### config.mk
export PLATFORM = sky130hd
export DESIGN_NAME = ram_dma
export DESIGN_NICKNAME = d
export VERILOG_FILES = /design/src/rtl/ram_dma.sv
export SDC_FILE = /design/constraint.sdc
export NUM_CORES = 1
export LEC_CHECK = 0
export ABC_AREA = 1
export BUFFER_PORTS_ARGS = -buffer_cell sky130_fd_sc_hd__buf_4
export CORE_ASPECT_RATIO = 1.5
export CORE_MARGIN = 2
export CORE_UTILIZATION = 60
export DETAILED_ROUTE_END_ITERATION = 10
export PLACE_DENSITY_LB_ADDON = 0.05
export RECOVER_POWER = 25
export SYNTH_ARGS = -nofsm -noshare
export SYNTH_HDL_FRONTEND = slang
export SYNTH_SLANG_ARGS = --single-unit
### constraint.sdc
create_clock -name clk -period 3.9 [get_ports clk]
set_input_delay 0.39 -clock clk [delete_from_list [all_inputs] [get_ports clk]]
set_output_delay 0.39 -clock clk [all_outputs]
set_load 0.05 [all_outputs]
### src/rtl/ram_dma.sv
// Single-command DMA engine for a 64Kx8 asynchronous-read RAM: FILL (constant or
// incrementing pattern) and COPY (ascending byte-by-byte) with abort support.
module ram_dma #(
    parameter int unsigned ADDR_W = 16,
    parameter int unsigned DATA_W = 8
) (
    input  logic              clk,
    input  logic              rst,
    input  logic              i_start,
    input  logic [1:0]        i_op,
    input  logic [ADDR_W-1:0] i_src,
    input  logic [ADDR_W-1:0] i_dst,
    input  logic [ADDR_W-1:0] i_len,
    input  logic [DATA_W-1:0] i_pattern,
    input  logic              i_abort,
    output logic              o_busy,
    output logic              o_done,
    output logic              o_aborted,
    output logic [ADDR_W-1:0] o_ram_addr,
    output logic              o_ram_enable_x,
    output logic              o_ram_write_x,
    output logic [DATA_W-1:0] o_ram_data,
    input  logic [DATA_W-1:0] i_ram_data
);

    typedef enum logic [2:0] {
        StIdle,
        StFill,
        StCopyRd,
        StCopyWr,
        StFin
    } state_e;

    state_e            state_q, state_d;
    logic [ADDR_W-1:0] src_q, src_d;
    logic [ADDR_W-1:0] dst_q, dst_d;
    // Remaining bytes; a count of 0 wraps through all values, giving 2^ADDR_W bytes.
    logic [ADDR_W-1:0] cnt_q, cnt_d;
    logic [DATA_W-1:0] val_q, val_d;
    logic [DATA_W-1:0] hold_q, hold_d;
    logic              inc_q, inc_d;
    logic              aborted_q, aborted_d;

    logic              last_byte;
    assign last_byte = (cnt_q == ADDR_W'(1));

    always_ff @(posedge clk or posedge rst) begin
        if (rst) begin
            state_q   <= StIdle;
            src_q     <= '0;
            dst_q     <= '0;
            cnt_q     <= '0;
            val_q     <= '0;
            hold_q    <= '0;
            inc_q     <= 1'b0;
            aborted_q <= 1'b0;
        end else begin
            state_q   <= state_d;
            src_q     <= src_d;
            dst_q     <= dst_d;
            cnt_q     <= cnt_d;
            val_q     <= val_d;
            hold_q    <= hold_d;
            inc_q     <= inc_d;
            aborted_q <= aborted_d;
        end
    end

    always_comb begin
        state_d   = state_q;
        src_d     = src_q;
        dst_d     = dst_q;
        cnt_d     = cnt_q;
        val_d     = val_q;
        hold_d    = hold_q;
        inc_d     = inc_q;
        aborted_d = aborted_q;

        unique case (state_q)
            StIdle: begin
                if (i_start) begin
                    src_d     = i_src;
                    dst_d     = i_dst;
                    cnt_d     = i_len;
                    val_d     = i_pattern;
                    inc_d     = (i_op == 2'd1);
                    aborted_d = 1'b0;
                    unique case (i_op)
                        2'd0, 2'd1: state_d = StFill;
                        2'd2:       state_d = StCopyRd;
                        default:    state_d = StFin;
                    endcase
                end
            end
            StFill: begin
                if (i_abort) begin
                    state_d   = StFin;
                    aborted_d = 1'b1;
                end else begin
                    dst_d = dst_q + ADDR_W'(1);
                    cnt_d = cnt_q - ADDR_W'(1);
                    if (inc_q) begin
                        val_d = val_q + DATA_W'(1);
                    end
                    if (last_byte) begin
                        state_d = StFin;
                    end
                end
            end
            StCopyRd: begin
                if (i_abort) begin
                    state_d   = StFin;
                    aborted_d = 1'b1;
                end else begin
                    hold_d  = i_ram_data;
                    state_d = StCopyWr;
                end
            end
            StCopyWr: begin
                if (i_abort) begin
                    state_d   = StFin;
                    aborted_d = 1'b1;
                end else begin
                    src_d   = src_q + ADDR_W'(1);
                    dst_d   = dst_q + ADDR_W'(1);
                    cnt_d   = cnt_q - ADDR_W'(1);
                    state_d = last_byte ? StFin : StCopyRd;
                end
            end
            StFin: begin
                state_d = StIdle;
            end
            default: begin
                state_d = StIdle;
            end
        endcase
    end

    // RAM pins come straight from registered state; only the write strobe sees i_abort.
    always_comb begin
        o_ram_addr     = '0;
        o_ram_enable_x = 1'b1;
        o_ram_write_x  = 1'b1;
        o_ram_data     = '0;
        unique case (state_q)
            StFill: begin
                o_ram_addr     = dst_q;
                o_ram_enable_x = 1'b0;
                o_ram_write_x  = i_abort;
                o_ram_data     = val_q;
            end
            StCopyRd: begin
                o_ram_addr     = src_q;
                o_ram_enable_x = 1'b0;
            end
            StCopyWr: begin
                o_ram_addr     = dst_q;
                o_ram_enable_x = 1'b0;
                o_ram_write_x  = i_abort;
                o_ram_data     = hold_q;
            end
            default: begin
            end
        endcase
    end

    assign o_busy    = (state_q == StFill) || (state_q == StCopyRd) || (state_q == StCopyWr);
    assign o_done    = (state_q == StFin);
    assign o_aborted = aborted_q;

endmodule

## Yosys cells after proc, flatten, opt, wreduce, memory -nomap -nowiden

Index checks and enable logic that the tools add are counted.

| storage, ports and cells | value |
|---|---|
| flip-flop bits (word level) | 69 |
| latch bits | 0 |
| memory bits (writable) | 0 |
| memory bits (read-only) | 0 |
| bits of input ports | 70 |
| output and inout bits | 29 |
| word-level logic and storage cells | 73 |
| memories | 0 |

| cells by class | value |
|---|---|
| $add $sub $neg | 4 |
| multiply operators | 0 |
| div/mod/pow operators | 0 |
| $lt $le $gt $ge | 0 |
| equal/unequal tests | 14 |
| shift-type cells | 0 |
| multiplexer cells | 28 |
| bitwise operators | 1 |
| reductions and logical operators | 18 |

Operators with widths:

| operator | count |
|---|---|
| case mux 16 bit (2 select lines) | 4 |
| 2-to-1 mux 16 bit | 6 |
| adder 16 x 1 -> 16 bit, second input constant | 2 |
| case mux 8 bit (2 select lines) | 2 |
| 2-to-1 mux 8 bit | 3 |
| 2-to-1 mux 3 bit | 6 |
| equality test 16 x 1 -> 1 bit, second input constant | 1 |
| subtractor 16 x 1 -> 16 bit, second input constant | 1 |
| case mux 3 bit (4 select lines) | 1 |
| != test 2 bit, second input constant | 5 |
| AND reduction 3 bit | 3 |
| adder 8 x 1 -> 8 bit, second input constant | 1 |
| nonzero test 2 bit | 4 |
| equality test 3 x 2 -> 1 bit, second input constant | 2 |
| case mux 3 bit (2 select lines) | 1 |
| AND reduction 2 bit | 3 |
| 2-to-1 mux 1 bit | 4 |
| AND reduction 4 bit | 1 |
| OR reduction 2 bit | 2 |
| equality test 3 x 1 -> 1 bit, second input constant | 1 |
| equality test 3 bit, second input constant | 1 |
| logical NOT 3 bit | 1 |
| != test 3 bit, second input constant | 1 |
| OR reduction 3 bit | 1 |
| 7 further kinds | 8 |

## Longest topological paths before layout

Gate-level depths: netlist of run 1.

| depth | value |
|---|---|
| word-level depth | 5 |
| depth in mapped cells | 11 |
| mapped depth without buffers | 10 |

## Worst setup path before layout of run 1

OpenSTA, ideal clock, no wires.

| timing | value |
|---|---|
| path type | reg2out |
| start | register state_q[0] |
| end | output o_ram_data[6] |
| arrival | 2.070 ns |
| slack | 1.440 ns |
| cell stages (with the launch flop) | 6 |
| cells stage by stage | dfrtp_1 -> inv_2 -> nor2_4 -> nand2_1 -> buf_2 -> o21ai_0 |

| between the ends | value |
|---|---|
| cells in the longest elaborated chain, start to end | 2 |
| elaborated cells on any way between the ends | 3 |
| those cells by class | 2 x eq/ne; 1 x mux |

Ends and longest elaborated chain:

| item | line | source |
|---|---|---|
| from (decl) | 34 | `state_e state_q, state_d;` |
| from (signal assigned) | 49 | `state_q <= StIdle;` |
| from (signal assigned) | 58 | `state_q <= state_d;` |
| equality test 3 x 2 -> 1 bit or equality test 3 x 1 -> 1 bit (tied branches) | 145 | `unique case (state_q)` |
| case mux 8 bit (2 select lines) (*) | 145 |  |
| to (decl) | 22 | `output logic [DATA_W-1:0] o_ram_data,` |

Mark *: on every way between the ends. The rest lies on a longest branch, timed or not.

## Final worst setup path of run 1

| timing | value |
|---|---|
| start | register state_q[0] |
| end | output o_ram_data[0] |

The elaborated chain is that of the path after synthesis.

==> results.toml, run 1 <==
[outcome]
outcome = "complete, no violations"

[yosys]
synth-seq-cells = 69
synth_nets = 814
synth.area.top_cells = "dfrtp_1 36%, nand2_1 17%, nor2_1 9.9%"
ys.flop_type = "dfrtp_1"
synth.cell_area_mm2 = 0.004806
avgSynthCellArea_um2 = 6.503
yosys.area.top_type_share_pct = 35.93
syn_inst = 739
yosysTopAreaCell = "dfrtp_1"
synth-seq-area-share_pct = 35.93
synth_edf_count = 0
ys_types = 36
synth-async-reset-ratio_pct = 100.0
yosys_warnings = 0

[power]
total_power_mw = 5.048
p_comb_share_pct = 52.3
switching_share_pct = 49.90
pwr-share-seq_pct = 28.6
p_per_area_mw_per_mm2 = 858.8
internal_power_mw = 2.529
irDropWorstVdd_mv = 0.5481
clkPwrFrac_pct = 19.2
switching_power_mw = 2.519
p_leak_nw = 2.983

[final_layout]
mostFrequentLayoutCells = "218 x nand2_1, 127 x nor2_1, 98 x buf_4, 76 x inv_1, 69 x dfrtp_1"
nNetsFinal = 901
area_delta_synth_final_pct = 22.31
fill_cells = 668
drive_gt1_share_pct = 16.85
post-route-util_pct = 74.34
multiInputGateArea_mm2 = 0.002608
layout_commonest_cell = "nand2_1"
register_area_mm2 = 0.001727
n_antenna_cell = 0

[routing]
firstDrtPassIters = 5
drcViolationCount = 0
dr.first_iter.drc_count = 516
wirelength_um = 13320
vias_per_cell = 5.585
ant_nets = 0
num_vias = 5228
routedWlPerCell_um = 14.23

[place]
dp_hpwl_um = 9387
gp_congestion = 0.9106
port_buffers = 98

[clock_network]
clock_latency_ps = 340
cts_setup_buffers = 0
cts_hold_buf = 0
clk_pin_slew_ps = 50
cts_tree = "built"
cts_buffer_depth = 2
cts_buffers = 9
cts_root_buffer = "clkbuf_16"
cts-htree-levels = 3
cts_sinks = 69
cts_resized = 0

[setup_path]
crit_slowest_cell = "dfrtp_1"
worst-path-buf-inv = 2
worstReg2RegEnd = "src_q[8]"
endpoint = "o_ram_data[0]"
r2r_setup_slack_ps = 1660
cp.depth = 5
crit_path_end_kind = "primary output"
cp_max_fo = 21
reg2reg_from = "state_q[2]"
critical_path_class = "flip-flop to primary output"
ff2ff_path_depth = 10
crit_family = "simple AND/OR/NAND/NOR gates"
crit_chain = "inv_2 -> nor2_4 -> nand2_1 -> o22ai_1 -> buf_4"
worst-endpoint-required_ps = 3510
slowest_delay_ps = 470
worstSetupStartpoint = "state_q[0]"
worst_ep_arrival_time_ps = 2300
worstSetupStartpointType = "flip-flop"

[grt]
grt_usage_pct = 30.82
grt_pass1_vias = 4749
grt_max_degree = 49
grt_pass1_wl_um = 21900
antenna_found_initial = 0
grt_overflow = 0

[flow_run]
maxCapViolCount = 0

[sta]
final-hold-violation-count = 0
relSlewSlack_pct = 19.04
drv_slew = 0
fmax_mhz = 371.9
post-route-period-util_pct = 68.94
fin_worst_skew_ps = 8.391
fin_setup_tns_ps = 0
worst_pin_slew_ps = 1213
rsz0062_at_grt = "false"
period_minus_slack_ps = 2689
finalSetupViolations = 0

[die]
start_util_pct = 60.78
die_area_mm2 = 0.008756
core_area_mm2 = 0.007908
io_pins = 99
fp.dieH_um = 113.6
die_w_um = 77.08
rows = 40

[hold_path]
hold_class = "input pin to flip-flop"
## flip-flops by register name, summed over array words and instances, names as in the netlist
register and flops:
state_q 3, inc_q 1, dst_q 16, hold_q 8, cnt_q 16, o_aborted 1, val_q 8, src_q 16
## power by group through the flow
stage	clock network, mW	logic, mW	registers [mW]
floorplan	0	2.06	1.35
global placement	0	2.54	1.41
detailed placement	0	2.60	1.43
CTS	0.972	2.62	1.43
global route	1.00	2.94	1.48
finish	0.967	2.64	1.44
## how the worst min path moves through the flow
stage	to	cells past startpoint	start	slack (ps)
2_1_floorplan	inc_q	2	inc_q	450
3_3_place_gp	inc_q	2	inc_q	480
3_5_place_dp	o_aborted	2	o_aborted	480
4_1_cts	val_q[6]	2	rst	180
5_1_grt	inc_q	2	i_op[1]	280
6_report	inc_q	2	i_op[1]	270
## routing by layer
| layer | share of wire (%) | GRT usage, % | vias to the layer above |
|---|---|---|---|
| li1 | - | - | 2545 |
| met1 | 41 | 39.61 | 2410 |
| met2 | 49 | 52.16 | 237 |
| met3 | 6.5 | 3.560 | 36 |
| met4 | 3.0 | 14.29 | 0 |
| met5 | 0 | 0 | - |
## cell usage after synthesis, types with 2 or more instances
cell type  number
nand2_4         4
nand3_1        49
nand2_2         5
inv_2           6
nor3_1          5
a32o_1          2
nor2_4          3
or2_2           2
dfrtp_1        69
nor2_1        127
nand3b_1        3
nand4_1        13
inv_1          76
xor2_1          6
ha_1            5
nand2_1       218
o31ai_1         2
buf_6           3
o211ai_1        4
buf_4           7
buf_2          14
a21oi_1        26
o21ai_0        40
o22ai_1        19
a31oi_1         4
mux2i_1         2
nor2_2          2
o21ai_1        15
## cell type report
class	instances	area share [%]
inverters	83	5.300
clock buffers	10	4.066
clock inverters	6	1.873
flip-flops and latches	69	29.37
repair buffers	101	12.79
well taps	105	2.235
multi-input cells	562	44.36
## stage by stage
step | hold WS, ps | worst slack (ps) | std cells | cell area (µm²)
2_1_floorplan | 452.0 | 1440 | 739 | 4806
3_3_place_gp | 475.6 | 1577 | 920 | 5535
3_5_place_dp | 481.7 | 1570 | 920 | 5535
4_1_cts | 182.8 | 1209 | 936 | 5884
5_1_grt | 282.9 | 1055 | 936 | 5878
6_report | 268.9 | 1211 | 936 | 5878
## kinds of logic after synthesis
group	synth area share [%]
AO/OA/AOI/OAI	13.12
XOR/XNOR	1.276
adder cells (fa/ha/maj)	1.302
buffers and inverters	9.815
flip-flops	35.93
multiplexers	0.6509
AND/OR/NAND/NOR	37.91
No activity file was read; power rests on OpenSTA's default activity.
==> inputs of run 2 (changes only) <==
--- a/config.mk
+++ b/config.mk
@@ -9,7 +9,7 @@
 export BUFFER_PORTS_ARGS = -buffer_cell sky130_fd_sc_hd__buf_4
 export CORE_ASPECT_RATIO = 1.5
 export CORE_MARGIN = 2
-export CORE_UTILIZATION = 60
+export CORE_UTILIZATION = 50
 export DETAILED_ROUTE_END_ITERATION = 10
 export PLACE_DENSITY_LB_ADDON = 0.05
 export RECOVER_POWER = 25
==> constraint.sdc (replaced) <==
create_clock -name clk -period 2.17 [get_ports clk]
set_input_delay 0.217 -clock clk [delete_from_list [all_inputs] [get_ports clk]]
set_output_delay 0.217 -clock clk [all_outputs]
set_load 0.05 [all_outputs]
==> results.toml, run 2 (same netlist as run 1, synthesis figures left out) <==
[outcome]
outcome = "complete, no violations"

[routing]
wirelength_um = 13520
firstDrtPassIters = 5
wl_met1_um = 5678
drcViolationCount = 0
wl_met3_um = 806
wl_met2_um = 6646
num_vias = 5179
routedWlPerCell_um = 14.24
ant_nets = 0
highest_layer = "met4"
vias_per_cell = 5.457
dr.first_iter.drc_count = 321

[place]
gp_congestion = 0.8783
postPlaceCellArea_mm2 = 0.005614
dp_hpwl_um = 10020
port_buffers = 98

[grt]
grt_usage_pct = 26.72
grt_max_degree = 70
antenna_found_initial = 0
grt_pass1_vias = 4965
grt_overflow = 0
grt_pass1_wl_um = 22470

[die]
die_area_mm2 = 0.01043
fp.dieH_um = 124.1
rows = 43
io_pins = 99
start_util_pct = 51.63
core_area_mm2 = 0.009308
die_w_um = 84.05

[hold_path]
hold_depth = 2
hold_class = "input pin to flip-flop"

[setup_path]
worst-endpoint-required_ps = 1950
slowest_delay_ps = 470
ff2ff_path_depth = 8
crit_slowest_cell = "dfrtp_2"
crit_chain = "nor3_2 -> inv_1 -> o21ai_0 -> buf_4"
critical_path_class = "flip-flop to primary output"
worst_ep_arrival_time_ps = 1850
r2r_setup_slack_ps = 290
crit_path_end_kind = "primary output"
cp_max_fo = 15
worstSetupStartpointType = "flip-flop"

[clock_network]
clk_pin_slew_ps = 50
cts-htree-levels = 3
cts_buffer_depth = 2
cts_setup_buffers = 0
cts_tree = "built"
cts_root_buffer = "clkbuf_16"
cts_sinks = 69
clock_latency_ps = 330
cts_buffers = 9

[sta]
post-route-period-util_pct = 95.08
period_minus_slack_ps = 2063
finalSetupViolations = 0
relSlewSlack_pct = 33.74
fmax_mhz = 484.7
holdWs_ps = 100.5
worst_pin_slew_ps = 993.9
rsz0062_at_grt = "false"
final-hold-violation-count = 0
fin_worst_skew_ps = 5.996
drv_slew = 0
fin_setup_tns_ps = 0

[power]
p_comb_share_pct = 54.9
clkPwrFrac_pct = 15.9
switching_share_pct = 50.60
irDropWorstVdd_mv = 0.9341
total_power_mw = 8.826
p_leak_nw = 3.001
p_per_area_mw_per_mm2 = 1495
internal_power_mw = 4.360
pwr-share-seq_pct = 29.3
switching_power_mw = 4.466

[final_layout]
mostFrequentLayoutCells = "217 x nand2_1, 127 x nor2_1, 102 x buf_4, 76 x inv_1, 68 x dfrtp_1"
n_antenna_cell = 0
stdcell_area_mm2 = 0.005902
area_delta_synth_final_pct = 22.81
layout_commonest_cell = "nand2_1"
reg.largest.list = "cnt_q (16), dst_q (16), src_q (16)"
drive_gt1_share_pct = 17.44
nNetsFinal = 908

[flow_run]
maxCapViolCount = 0
## run 2: layer usage
metal	global-route usage, %	vias to the layer above
li1	-	2562
met1	33.09	2397
met2	45.39	187
met3	4.241	33
met4	13.10	0
met5	0	-
## run 2: worst paths after layout
check | startpoint | endpoint
max | state_q[2] | o_ram_addr[0]
min | i_op[1] | inc_q
max reg2reg | state_q[0] | dst_q[7]
min reg2reg | val_q[7] | val_q[7]
max in group asynchronous | rst | state_q[2]
min in group asynchronous | rst | cnt_q[3]
## run 2: what timing repair did
action	4_1_cts	5_1_grt
gates resized for setup	2	2
hold endpoints to repair	49	0
hold buffers	1	0
pin swaps	0	0
endpoints found under the setup margin	2	3
## run 2: cell type report
cell class	instances	area [µm²]
fill	886	3406
multi-input combinational	562	2610
sequential	69	1728
timing repair buffer	108	833.3
inverter	83	311.5
clock buffer	14	274.0
tap	112	140.1
clock inverter	1	5.005
## run 2: stage by stage
| step | setup WS (ps) | util [%] | instances |
|---|---|---|---|
| CTS | 62.81 | 63.49 | 949 |
| detailed placement | 304.6 | 60.32 | 933 |
| global route | 11.53 | 63.41 | 949 |
| global placement | 378.7 | 60.32 | 933 |
| finish | 106.7 | 63.41 | 949 |
| floorplan | -73.66 | - | 739 |
## run 2: power by group through the flow
stage | logic (mW) | clock network [mW] | registers, mW
after floorplan | 3.71 | 0 | 2.43
after global placement | 4.70 | 0 | 2.55
after detailed placement | 4.81 | 0 | 2.58
after CTS | 4.85 | 1.42 | 2.57
after global routing | 5.40 | 1.47 | 2.66
final | 4.84 | 1.40 | 2.58
## run 2: worst max-delay path: cells and delay by family (launching register included)
family,cells,cell delay (ps)
buf+inv,2,490
flops,1,470
compound gates,1,340
simple gates,1,220
